`src/rtl/vector_ls_sequencer_pkg.sv`:
```
// Shared types and geometry helpers for the vector load/store sequencer.
// Derived sizes are computed here so the interface, top and decoder agree.
package vector_ls_sequencer_pkg;

    typedef enum logic [1:0] {StIdle, StXfer, StDone} state_e;

    // Scalar words per vector slice.
    function automatic int unsigned calc_spv(int unsigned num_elems, int unsigned elem_size,
                                             int unsigned scalar_size);
        return (num_elems * elem_size) / scalar_size;
    endfunction

    function automatic int unsigned calc_nw(int unsigned spv, int unsigned num_slices);
        return spv * num_slices;
    endfunction

    // Elements packed into one scalar word.
    function automatic int unsigned calc_epw(int unsigned elem_size, int unsigned scalar_size);
        return scalar_size / elem_size;
    endfunction

    function automatic int unsigned idx_width(int unsigned nw);
        return $clog2(nw);
    endfunction

    function automatic int unsigned cnt_width(int unsigned nw);
        return $clog2(nw) + 1;
    endfunction

endpackage

```
`src/rtl/vector_ls_sequencer_if.sv`:
```
// Operation request and word-transfer handshake between the pipeline/memory side
// (master) and the load/store sequencer (slave).
interface vector_ls_sequencer_if
    import vector_ls_sequencer_pkg::*;
#(
    parameter int unsigned NUM_SLICES  = 1,
    parameter int unsigned NUM_ELEMS   = 8,
    parameter int unsigned ELEM_SIZE   = 16,
    parameter int unsigned SCALAR_SIZE = 32
);
    localparam int unsigned SPV = calc_spv(NUM_ELEMS, ELEM_SIZE, SCALAR_SIZE);
    localparam int unsigned NW  = calc_nw(SPV, NUM_SLICES);
    localparam int unsigned IW  = idx_width(NW);
    localparam int unsigned CW  = cnt_width(NW);
    localparam int unsigned SW  = $clog2(SPV);

    logic                  new_op;
    logic                  op_we;
    logic [CW-1:0]         op_count;
    logic [IW-1:0]         op_start;
    logic                  ready;
    logic                  word_valid;
    logic                  word_ack;
    logic [IW-1:0]         word_index;
    logic [NUM_SLICES-1:0] slice_sel;
    logic [SW-1:0]         sel_word;
    logic [SW-1:0]         sel_store_word;
    logic [NUM_ELEMS-1:0]  load_en;
    logic                  store_en;
    logic                  complete;

    modport master (
        output new_op, op_we, op_count, op_start, word_ack,
        input  ready, word_valid, word_index, slice_sel, sel_word, sel_store_word,
               load_en, store_en, complete
    );

    modport slave (
        input  new_op, op_we, op_count, op_start, word_ack,
        output ready, word_valid, word_index, slice_sel, sel_word, sel_store_word,
               load_en, store_en, complete
    );

endinterface

```
`src/rtl/vector_ls_sequencer_word_decode.sv`:
```
// Splits a linear word index into owning slice (one-hot), word-within-slice and
// the element write mask covering that word.
module vector_ls_sequencer_word_decode #(
    parameter int unsigned NUM_SLICES = 1,
    parameter int unsigned NUM_ELEMS  = 8,
    parameter int unsigned SPV        = 4,
    parameter int unsigned EPW        = 2,
    parameter int unsigned IW         = 2,
    parameter int unsigned SW         = 2
) (
    input  logic [IW-1:0]         index,
    output logic [NUM_SLICES-1:0] slice_sel,
    output logic [SW-1:0]         sel_word,
    output logic [NUM_ELEMS-1:0]  elem_mask
);
    logic [31:0] idx;
    logic [31:0] word_in_slice;

    assign idx           = 32'(index);
    assign word_in_slice = idx % SPV;
    assign sel_word      = SW'(word_in_slice);

    always_comb begin
        slice_sel = '0;
        elem_mask = '0;
        for (int s = 0; s < int'(NUM_SLICES); s++) begin
            slice_sel[s] = ((idx / SPV) == 32'(s));
        end
        for (int e = 0; e < int'(NUM_ELEMS); e++) begin
            elem_mask[e] = ((32'(e) / EPW) == word_in_slice);
        end
    end

endmodule

```
`src/rtl/vector_ls_sequencer.sv`:
```
// Vector load/store sequencer: accepts one operation and steps scalar-word transfers
// from a wrapping start index under a valid/ack handshake, then pulses complete.
module vector_ls_sequencer
    import vector_ls_sequencer_pkg::*;
#(
    parameter int unsigned NUM_SLICES  = 1,
    parameter int unsigned NUM_ELEMS   = 8,
    parameter int unsigned ELEM_SIZE   = 16,
    parameter int unsigned SCALAR_SIZE = 32
) (
    input logic                 clk,
    input logic                 reset,
    vector_ls_sequencer_if.slave bus
);
    localparam int unsigned SPV = calc_spv(NUM_ELEMS, ELEM_SIZE, SCALAR_SIZE);
    localparam int unsigned NW  = calc_nw(SPV, NUM_SLICES);
    localparam int unsigned EPW = calc_epw(ELEM_SIZE, SCALAR_SIZE);
    localparam int unsigned IW  = idx_width(NW);
    localparam int unsigned CW  = cnt_width(NW);
    localparam int unsigned SW  = $clog2(SPV);

    state_e               state_q;
    logic [IW-1:0]        index_q;
    logic [CW-1:0]        remaining_q;
    logic                 we_q;
    logic [CW-1:0]        start_count;
    logic [NUM_ELEMS-1:0] elem_mask;
    logic [SW-1:0]        word_sel;
    logic                 xfer_ack;

    // Requests longer than the whole vector are clamped to one full pass.
    assign start_count = (bus.op_count > CW'(NW)) ? CW'(NW) : bus.op_count;

    always_ff @(posedge clk) begin
        if (reset) begin
            state_q     <= StIdle;
            index_q     <= '0;
            remaining_q <= '0;
            we_q        <= 1'b0;
        end else begin
            unique case (state_q)
                StIdle: begin
                    if (bus.new_op) begin
                        we_q        <= bus.op_we;
                        index_q     <= bus.op_start;
                        remaining_q <= start_count;
                        state_q     <= (start_count == '0) ? StDone : StXfer;
                    end
                end
                StXfer: begin
                    if (bus.word_ack) begin
                        index_q     <= (index_q == IW'(NW - 1)) ? '0 : index_q + 1'b1;
                        remaining_q <= remaining_q - 1'b1;
                        if (remaining_q == CW'(1)) begin
                            state_q <= StDone;
                        end
                    end
                end
                StDone:  state_q <= StIdle;
                default: state_q <= StIdle;
            endcase
        end
    end

    vector_ls_sequencer_word_decode #(
        .NUM_SLICES (NUM_SLICES),
        .NUM_ELEMS  (NUM_ELEMS),
        .SPV        (SPV),
        .EPW        (EPW),
        .IW         (IW),
        .SW         (SW)
    ) u_word_decode (
        .index     (index_q),
        .slice_sel (bus.slice_sel),
        .sel_word  (word_sel),
        .elem_mask (elem_mask)
    );

    assign xfer_ack           = (state_q == StXfer) && bus.word_ack;
    assign bus.ready          = (state_q == StIdle);
    assign bus.word_valid     = (state_q == StXfer);
    assign bus.complete       = (state_q == StDone);
    assign bus.word_index     = index_q;
    assign bus.sel_word       = word_sel;
    assign bus.sel_store_word = word_sel;
    assign bus.load_en        = (xfer_ack && !we_q) ? elem_mask : '0;
    assign bus.store_en       = xfer_ack && we_q;

endmodule

```
`src/flat_wrapper.sv`:
```
// flat-port wrapper written by rule: the top's interface ports become plain ports
module vector_ls_sequencer_flat import vector_ls_sequencer_pkg::*;
#(
    parameter int unsigned NUM_SLICES  = 1,
    parameter int unsigned NUM_ELEMS   = 8,
    parameter int unsigned ELEM_SIZE   = 16,
    parameter int unsigned SCALAR_SIZE = 32
)
  (clk, reset, bus_new_op, bus_op_we, bus_op_count, bus_op_start, bus_word_ack, bus_ready, bus_word_valid, bus_word_index, bus_slice_sel, bus_sel_word, bus_sel_store_word, bus_load_en, bus_store_en, bus_complete);
  vector_ls_sequencer_if #(.NUM_SLICES(NUM_SLICES), .NUM_ELEMS(NUM_ELEMS), .ELEM_SIZE(ELEM_SIZE), .SCALAR_SIZE(SCALAR_SIZE)) bus_i ();
  input logic clk;
  input logic reset;
  input wire logic [$bits(bus_i.new_op)-1:0] bus_new_op;
  input wire logic [$bits(bus_i.op_we)-1:0] bus_op_we;
  input wire logic [$bits(bus_i.op_count)-1:0] bus_op_count;
  input wire logic [$bits(bus_i.op_start)-1:0] bus_op_start;
  input wire logic [$bits(bus_i.word_ack)-1:0] bus_word_ack;
  output wire logic [$bits(bus_i.ready)-1:0] bus_ready;
  output wire logic [$bits(bus_i.word_valid)-1:0] bus_word_valid;
  output wire logic [$bits(bus_i.word_index)-1:0] bus_word_index;
  output wire logic [$bits(bus_i.slice_sel)-1:0] bus_slice_sel;
  output wire logic [$bits(bus_i.sel_word)-1:0] bus_sel_word;
  output wire logic [$bits(bus_i.sel_store_word)-1:0] bus_sel_store_word;
  output wire logic [$bits(bus_i.load_en)-1:0] bus_load_en;
  output wire logic [$bits(bus_i.store_en)-1:0] bus_store_en;
  output wire logic [$bits(bus_i.complete)-1:0] bus_complete;
  assign bus_i.new_op = bus_new_op;
  assign bus_i.op_we = bus_op_we;
  assign bus_i.op_count = bus_op_count;
  assign bus_i.op_start = bus_op_start;
  assign bus_i.word_ack = bus_word_ack;
  assign bus_ready = bus_i.ready;
  assign bus_word_valid = bus_i.word_valid;
  assign bus_word_index = bus_i.word_index;
  assign bus_slice_sel = bus_i.slice_sel;
  assign bus_sel_word = bus_i.sel_word;
  assign bus_sel_store_word = bus_i.sel_store_word;
  assign bus_load_en = bus_i.load_en;
  assign bus_store_en = bus_i.store_en;
  assign bus_complete = bus_i.complete;
  vector_ls_sequencer #(.NUM_SLICES(NUM_SLICES), .NUM_ELEMS(NUM_ELEMS), .ELEM_SIZE(ELEM_SIZE), .SCALAR_SIZE(SCALAR_SIZE)) u_core (.clk(clk), .reset(reset), .bus(bus_i));
endmodule
```
`config.mk`:
```
export PLATFORM = sky130hd
export DESIGN_NAME = vector_ls_sequencer_flat
export DESIGN_NICKNAME = d
export VERILOG_FILES = /design/src/rtl/vector_ls_sequencer_pkg.sv /design/src/rtl/vector_ls_sequencer_if.sv /design/src/rtl/vector_ls_sequencer_word_decode.sv /design/src/rtl/vector_ls_sequencer.sv /design/src/flat_wrapper.sv
export SDC_FILE = /design/constraint.sdc
export NUM_CORES = 1
export LEC_CHECK = 0
export ABC_AREA = 1
export CORE_MARGIN = 10
export CORE_UTILIZATION = 38
export CTS_BUF_LIST = sky130_fd_sc_hd__clkbuf_2 sky130_fd_sc_hd__clkbuf_4 sky130_fd_sc_hd__clkbuf_8
export DETAILED_ROUTE_END_ITERATION = 16
export GPL_TIMING_DRIVEN = 0
export PLACE_DENSITY_LB_ADDON = 0.3
export SETUP_SLACK_MARGIN = 0.2
export SLEW_MARGIN = 0
export SYNTH_ARGS = -nofsm -noshare
export SYNTH_HDL_FRONTEND = slang
export SYNTH_HIERARCHICAL = 1
export SYNTH_SLANG_ARGS = --single-unit
```
`constraint.sdc`:
```
create_clock -name clk -period 1 [get_ports clk]
set_input_delay 0.1 -clock clk [delete_from_list [all_inputs] [get_ports clk]]
set_output_delay 0.1 -clock clk [all_outputs]
set_load 0.01 [all_outputs]
```
==> results.txt, run 1 <==
For this run, the number of Yosys warnings is 6. For the starting density of the core, the log shows 0.418. Summing all placed instances gives a cell area of 0.00107 sq mm. The count of nets left with antenna violations once routing finished came out at 0. Of all nets on the critical path, the largest fanout is 8. The number of antenna cells inserted is 0. Derived from the worst setup path, the maximum achievable clock frequency is 737 MHz. The minimum setup slack after placement came out at -0.748 ns. The layout cell share with drive strength beyond 1 was 0.580; the number of antenna violations at the first check in global routing was 0. The worst-skew pair later-pin latency came out at 0.27 ns. After clock tree synthesis, the clock-pin slew on the worst setup and hold paths is 0.07 ns. The total global-route track usage is 0.137. The finished cells cover 0.00139 sq mm. The sequential cells in the finished layout cover a total of 176 sq um. The final critical-path share of the clock period was 1.36; the maximum number of pins on one net before global-route repair was 9. In the routed layout, each cell is associated on average with a via count of 5.28.

In this run the power density over the cells is 1260 mW/mm^2. On the final layout, the worst clock skew is 0.0162 ns. The tools report the utilization of the core after routing as 0.882. The count of flip-flops with a built-in enable after synthesis is 0. At the end of the flow, the number of nets in the layout was 176. The portion of the post-synthesis area used by sequential elements came out at 0.243. Setup violations remaining at the end of the flow were counted as 25. In this run, placement finished with an instance count of 156. The type of the setup path with the least slack was reg2out. Number of cell rows: 14.

Relative to the synthesized area, the layout overhead comes to 111%. Across the VDD grid, the largest voltage drop is 0.00101 V. The clock passes through at most 2 buffers.

Height of the die: 61.7 um. 29 I/O pins were placed. The tools report the critical path startpoint category as a flop. In this run, the number of DRC markers left after iteration 0 of detailed routing was 67.

Synthesis handed over a netlist of 113 instances. For this block, the routed nets add up to 3190 um of wire. The cell at the root of the clock tree is clkbuf_4. Max-cap violations in this run came to 0. The routed layout has 939 vias. Setup repair after global routing could not meet its margin everywhere. The flow ran to the end, but the final reports show violations. The tools report the number of global-route vias before repair as 881. The number of CTS-inserted buffers is 3. The number of nets in the synthesized netlist is 126.

Data on the critical path arrives at its endpoint at 1.26 ns. By area the synthesized netlist is led by dfxtp_1 24%, nand2_1 14%, nor2_1 13%. The class of the worst hold path is in2reg.

The checks that failed: negative setup slack. The synthesized design spends more area on one cell type than any other, namely dfxtp_1. Routability-driven placement finished with a final weighted congestion of 0.862.

Aggregate global routing overflow: 0. TritonCTS built the clock tree. The detailed-routing iteration count for the pre-antenna-repair pass is 4, and the quantity of I/O buffers inserted on ports is 27.

The number of sinks driven by the clock tree came out at 8. From left edge to right edge, the die measures 61.7 um. At the worst endpoint, the required time is 0.90 ns.

The multi-input combinational cells in the finished layout cover a total of 523 sq um. The analysis attributes to cell leakage a power of 0.654 nW. The most used flip-flop cell after synthesis is dfxtp_1. The final instance count without filler cells was 178; the wire length of the first global-routing pass was 3920 um. The synthesized design contains 8 register bits.

The logs give 0 for the number of hold violations in the final report and 0.00380 sq mm for the die area. Counting the fill cells in the layout gives 75. The maximum level of the CTS H-tree was 1; the residual DRC count was 0.

The fraction of registers with async set or reset after synthesis was 0. The hold buffer count at cts came out at 0. The tools report the placed wire-length estimate as 1510 um. The portion of synthesized cell area occupied by the leading cell type is 0.243, and the number of library cell types mapped by synthesis is 16. Dividing the detail-routed wire length by the instance count gives 17.9 um. The minimum period implied by the final worst setup slack is 1.36 ns, and the core outline area is 0.00158 sq mm. In this run the mean area of a mapped cell was 5.84 sq um.

The tools report the number of max-slew violations in the final report as 0. The slack of the critical path is -0.357 ns. The cell area that synthesis handed to floorplanning was 659 sq um. The sort of element at the end of the critical path was an output port.
power breakdown:
part	switching [W]	leakage, nW	internal (W)
registers	0.0000714	0.0691	0.000367
logic	0.000504	0.566	0.000506
clock network	0.000127	0.0184	0.000181
Yosys cell counts, types with 2 or more instances:
master    number
nand2_1       25
nor2_1        23
inv_1         20
nand3_1       10
buf_4          9
dfxtp_1        8
a21oi_1        4
ha_1           3
inv_2          3
nand3b_1       2
path summary, 6_finish.rpt:
| check | startpoint | end | slack, ns | cells after the start |
|---|---|---|---|---|
| worst max-delay path | u_core/state_q[1]$_SDFFE_PP0P_ | bus_load_en[3] | -0.36 | 6 |
| worst min-delay path | reset | u_core/state_q[0]$_SDFFE_PP0P_ | 0.40 | 2 |
| worst max register to register | u_core/state_q[1]$_SDFFE_PP0P_ | u_core/bus.word_index[1]$_SDFFE_PP0P_ | -0.33 | 9 |
| worst min register to register | u_core/remaining_q[1]$_SDFFE_PP0P_ | u_core/remaining_q[1]$_SDFFE_PP0P_ | 0.57 | 4 |
through the flow:
step,total power [W],TNS [ns],hold WS (ns)
6_report,0.00176,-5.81,0.401
5_1_grt,0.00185,-7.18,0.380
4_1_cts,0.00156,-3.97,0.397
3_5_place_dp,0.00107,-9.08,0.539
3_3_place_gp,0.00105,-8.91,0.531
2_1_floorplan,0.000845,0,0.159
timing repair:
item,in CTS,in global routing
resized for setup,106,22
endpoints found under the setup margin,26,26
buffers inserted,14,4
pin swaps,7,8
cells by family (layout without fill, tap and decap cells):
family,Yosys count,after routing,share of synthesized area
DFF,8,8,0.243
and+or+nand+nor,64,64,0.423
other,1,1,0.00569
AOI/OAI and AO/OA,5,5,0.0379
buffers and inverters,32,81,0.233
adders and majority gates,3,3,0.0569
layout by cell type, fill, tap and decap left out, types with 3 or more instances in the layout:
master	Yosys	final
buf_4	9	13
dfxtp_1	8	3
dfxtp_4	0	4
a21oi_1	4	3
inv_1	20	13
nand2_2	1	3
inv_4	0	4
clkdlybuf4s50_1	0	9
nand2_1	25	20
clkbuf_4	0	4
nor2_2	1	5
inv_2	3	6
nor2_1	23	8
nand3_1	10	8
nor2_4	1	12
buf_6	0	29
per-layer routing:
layer,global-route usage,vias to the layer above,part of all wire
met5,0,-,0
li1,-,429,-
met1,0.136,431,0.38
met2,0.256,65,0.51
met4,0.0382,0,0.029
met3,0.0556,14,0.087
state kept, by name, summed over array words and instances (netlist names):
signal and count:
u_core/bus.word_index 2, u_core/remaining_q 3, u_core/state_q 2, u_core/we_q 1
worst max-delay path, cell delays in order, from the launching register on:
cell and delay [ns]:
dfxtp_4 0.37, inv_4 0.08, nand3_4 0.09, inv_4 0.09, nand2_8 0.11, nor2_4 0.14, buf_6 0.11
cell type report:
cell class	instances	area share
Tap cell	16	0.0144
Multi-Input combinational cell	73	0.376
Sequential cell	8	0.127
Inverter	23	0.0693
Buffer	9	0.0594
Clock buffer	4	0.0216
Timing Repair Buffer	45	0.332
Note: power is estimated with default switching activity, not from simulation.
==> run 2: changes to the inputs <==
Settings changed: SKIP_LAST_GASP from default to 1.
==> run 2 against run 1 <==
The flow still finishes with violations (negative setup slack); sequential share of layout area shrank 0.29 points; sequential cell count is the same; wire length shrank 3.8%; via count shrank 2.4%; worst hold slack lost 0.014 ns; first-iteration DRC count shrank 21%; sequential power shrank 2%; clock power grew 2%; critical path depth is the same.
==> results.txt, run 2 (same netlist as run 1, synthesis figures left out) <==
The largest incremental delay on the critical path came out at 0.42 ns (+0.05 ns). The power density normalized to cell area is 1250 mW/mm^2 (-0.75%), and the number of flip-flops in the largest register is 3 (unchanged). The wire length of the first global-routing pass is 3830 um (-2.3%).

The run gives 0.27 ns (about the same) as the worst-skew pair later-pin latency. The maximum number of pins on one net before global-route repair came out at 9 (unchanged). The clock-pin slew on the worst setup and hold paths was 0.07 ns (about the same). The static leakage power is 0.667 nW (+2.1%), and the relative area change from synthesis to final layout is 116%. The final critical-path share of the clock period was 1.34 (-0.0140). The library cell used most frequently in the layout, excluding fill and tap cells, is buf_6. For the detailed-routing iteration count for the pre-antenna-repair pass, the log shows 4 (unchanged). The top fanout value on the critical path was 6 (-2). The placed wire-length estimate was 1510 um (unchanged); the aggregate routed wire length was 3070 um (-3.8%). The checks that failed: negative setup slack. Core outline area: 0.00158 sq mm (unchanged). The number of sinks driven by the clock tree was 8 (unchanged); the die width was 61.7 um (unchanged). For the utilization of the core after routing, the log shows 0.902 (+0.0206).

The largest individual stage delay along the critical path comes from the cell dfxtp_4. TritonCTS built the clock tree. The final instance count without filler cells came out at 180 (+1.1%). The overall via count from detail_route was 916 (-2.4%). In the layout the commonest cells are 29 x buf_6, 17 x nand2_1, 16 x inv_1, 16 x buf_4, 13 x nor2_4. The number of global-route vias before repair is 851 (-3.4%). The residual DRC count is 0 (unchanged), and the final routed wire length divided by cell count is 17.1 um (-4.9%). The tools report the worst path arrival time as 1.24 ns (-0.02 ns). u_core/remaining_q holds more flip-flops than any other register. Reported max-cap violation count: 0 (unchanged). The number of hold violations in the final report was 0 (unchanged). The logs give 178 (+1.1%) for the total number of nets in the final design and 0.0201 ns (+0.00384 ns) for the worst clock skew on the final layout. The number of antenna violations at the first check in global routing is 0 (unchanged), and the starting density of the core is 0.418 (unchanged). The tools report the weighted congestion reported at the end of routability-driven placement as 0.862 (unchanged). The tree is rooted in a clkbuf_4.

The number of cell rows is 14 (unchanged). The sort of element at the end of the critical path was an output port. For the final number of setup-violating endpoints, the log shows 25 (unchanged). The tools report the endpoint required time on the critical path as 0.90 ns (about the same). The number of vias per cell came out at 5.09 (-3.5%). For the slack of the critical path, the log shows -0.343 ns (+0.0140 ns). The logs give 0 (unchanged) for the aggregate global routing overflow and 53 (-21%) for the iteration-0 DRC count of the detailed router.

Type of the setup path with the least slack: reg2out. The most used cell along the critical path was inv_1. The run gives 29 (unchanged) as the number of ports placed on the die boundary. The run finished, with violations left. The hold buffer count at cts is 0 (unchanged). The height of the die is 61.7 um (unchanged), and the layout cell share with drive strength beyond 1 is 0.579 (-0.000979). The run gives 2 (unchanged) as the number of buffers on the longest clock path.

The tools report the total global-route track usage as 0.134 (-0.00331). The run gives 0.00380 sq mm (unchanged) as the die area. Number of CTS-inserted buffers: 3 (unchanged). Setup repair after global routing could not meet its margin everywhere. Highest ir drop seen on vdd: 0.00113 V (+12%).

Traced cell by cell, the critical path runs through inv_1 > nor2_2 > buf_4 > inv_1 > nor2_4 > buf_6. The tools report the maximum level of the CTS H-tree as 1 (unchanged). The cell total after placement came out at 156 (unchanged). In this run the worst hold path is classified as in2reg. For the final-layout fill cell count, the log shows 52 (-31%). The tools report the number of nets still failing antenna checks after routing as 0 (unchanged). The number of max-slew violations in the final report was 0 (unchanged); the final total negative setup slack was -5.17 ns (+0.645 ns). Critical path startpoint category: a flop. The minimum period implied by the final worst setup slack is 1.34 ns (-0.0140 ns). The number of antenna cells inserted is 0 (unchanged). The quantity of I/O buffers inserted on ports works out to 27 (unchanged). The fmax is 745 MHz (+1.0%).
==> run 2: cell types whose count changed in the layout (fill, tap and decap cells not counted), moves of 2 or more <==
cell     previous run  this run
inv_2               6         2
buf_4              13        16
inv_1              13        16
nand2_1            20        17
nor2_1              8         6
==> run 2: worst paths after layout <==
| check | startpoint | endpoint | slack (ns) | cells after the start |
|---|---|---|---|---|
| worst max register to register | u_core/bus.word_index[1]$_SDFFE_PP0P_ | u_core/bus.word_index[0]$_SDFFE_PP0P_ | -0.23 | 8 |
| worst min-delay path | reset | u_core/state_q[0]$_SDFFE_PP0P_ | 0.39 | 2 |
| worst min register to register | u_core/remaining_q[0]$_SDFFE_PP0P_ | u_core/remaining_q[0]$_SDFFE_PP0P_ | 0.57 | 4 |
| worst max-delay path | u_core/bus.word_index[1]$_SDFFE_PP0P_ | bus_load_en[5] | -0.34 | 6 |
==> run 2: cell type report <==
class	instances	area (sq um)	area share
multi-input combinational	73	548	0.385
timing repair buffer	47	464	0.326
tap	16	20.0	0.0141
inverter	23	101	0.0712
sequential	8	176	0.124
clock buffer	4	30.0	0.0211
buffer	9	82.6	0.0580
==> run 2: layer usage <==
layer / vias to the layer above / wire length, um / global-route usage
met1: 421 / 1180 / 0.143
met2: 54 / 1550 / 0.247
li1: 431 / - / -
met3: 10 / 252 / 0.0514
met5: - / 0 / 0
met4: 0 / 91 / 0.0191
==> run 2: through the flow <==
step	power, W	worst slack (ns)	hold WS [ns]	cell area (sq um)
2_1_floorplan	0.000845	0.0518	0.159	782
3_3_place_gp	0.00105	-0.736	0.531	1070
3_5_place_dp	0.00107	-0.748	0.539	1070
4_1_cts	0.00154	-0.297	0.397	1280
5_1_grt	0.00187	-0.409	0.399	1420
6_report	0.00178	-0.343	0.387	1420
==> run 2: timing repair <==
action	4_1_cts	5_1_grt
setup endpoints to repair	26	26
buffers inserted	14	6
pin swaps	7	12
resized for setup	98	37
==> run 2: where the power goes <==
| part | switching (W) | internal [W] |
|---|---|---|
| Clock | 0.000133 | 0.000181 |
| Combinational | 0.000517 | 0.000523 |
| Sequential | 0.0000633 | 0.000366 |
==> run 2: critical path: cells and delay by family, from the launching register on <==
kind,cells,cell delay [ns]
flops,1,0.42
simple gates,2,0.21
buf+inv,4,0.34
==> run 3: changes to the inputs <==
Settings changed: SLEW_MARGIN 0 to 20.
==> results of run 3 <==
Same layout as run 2: the final DEF is identical, and so are final timing and power.
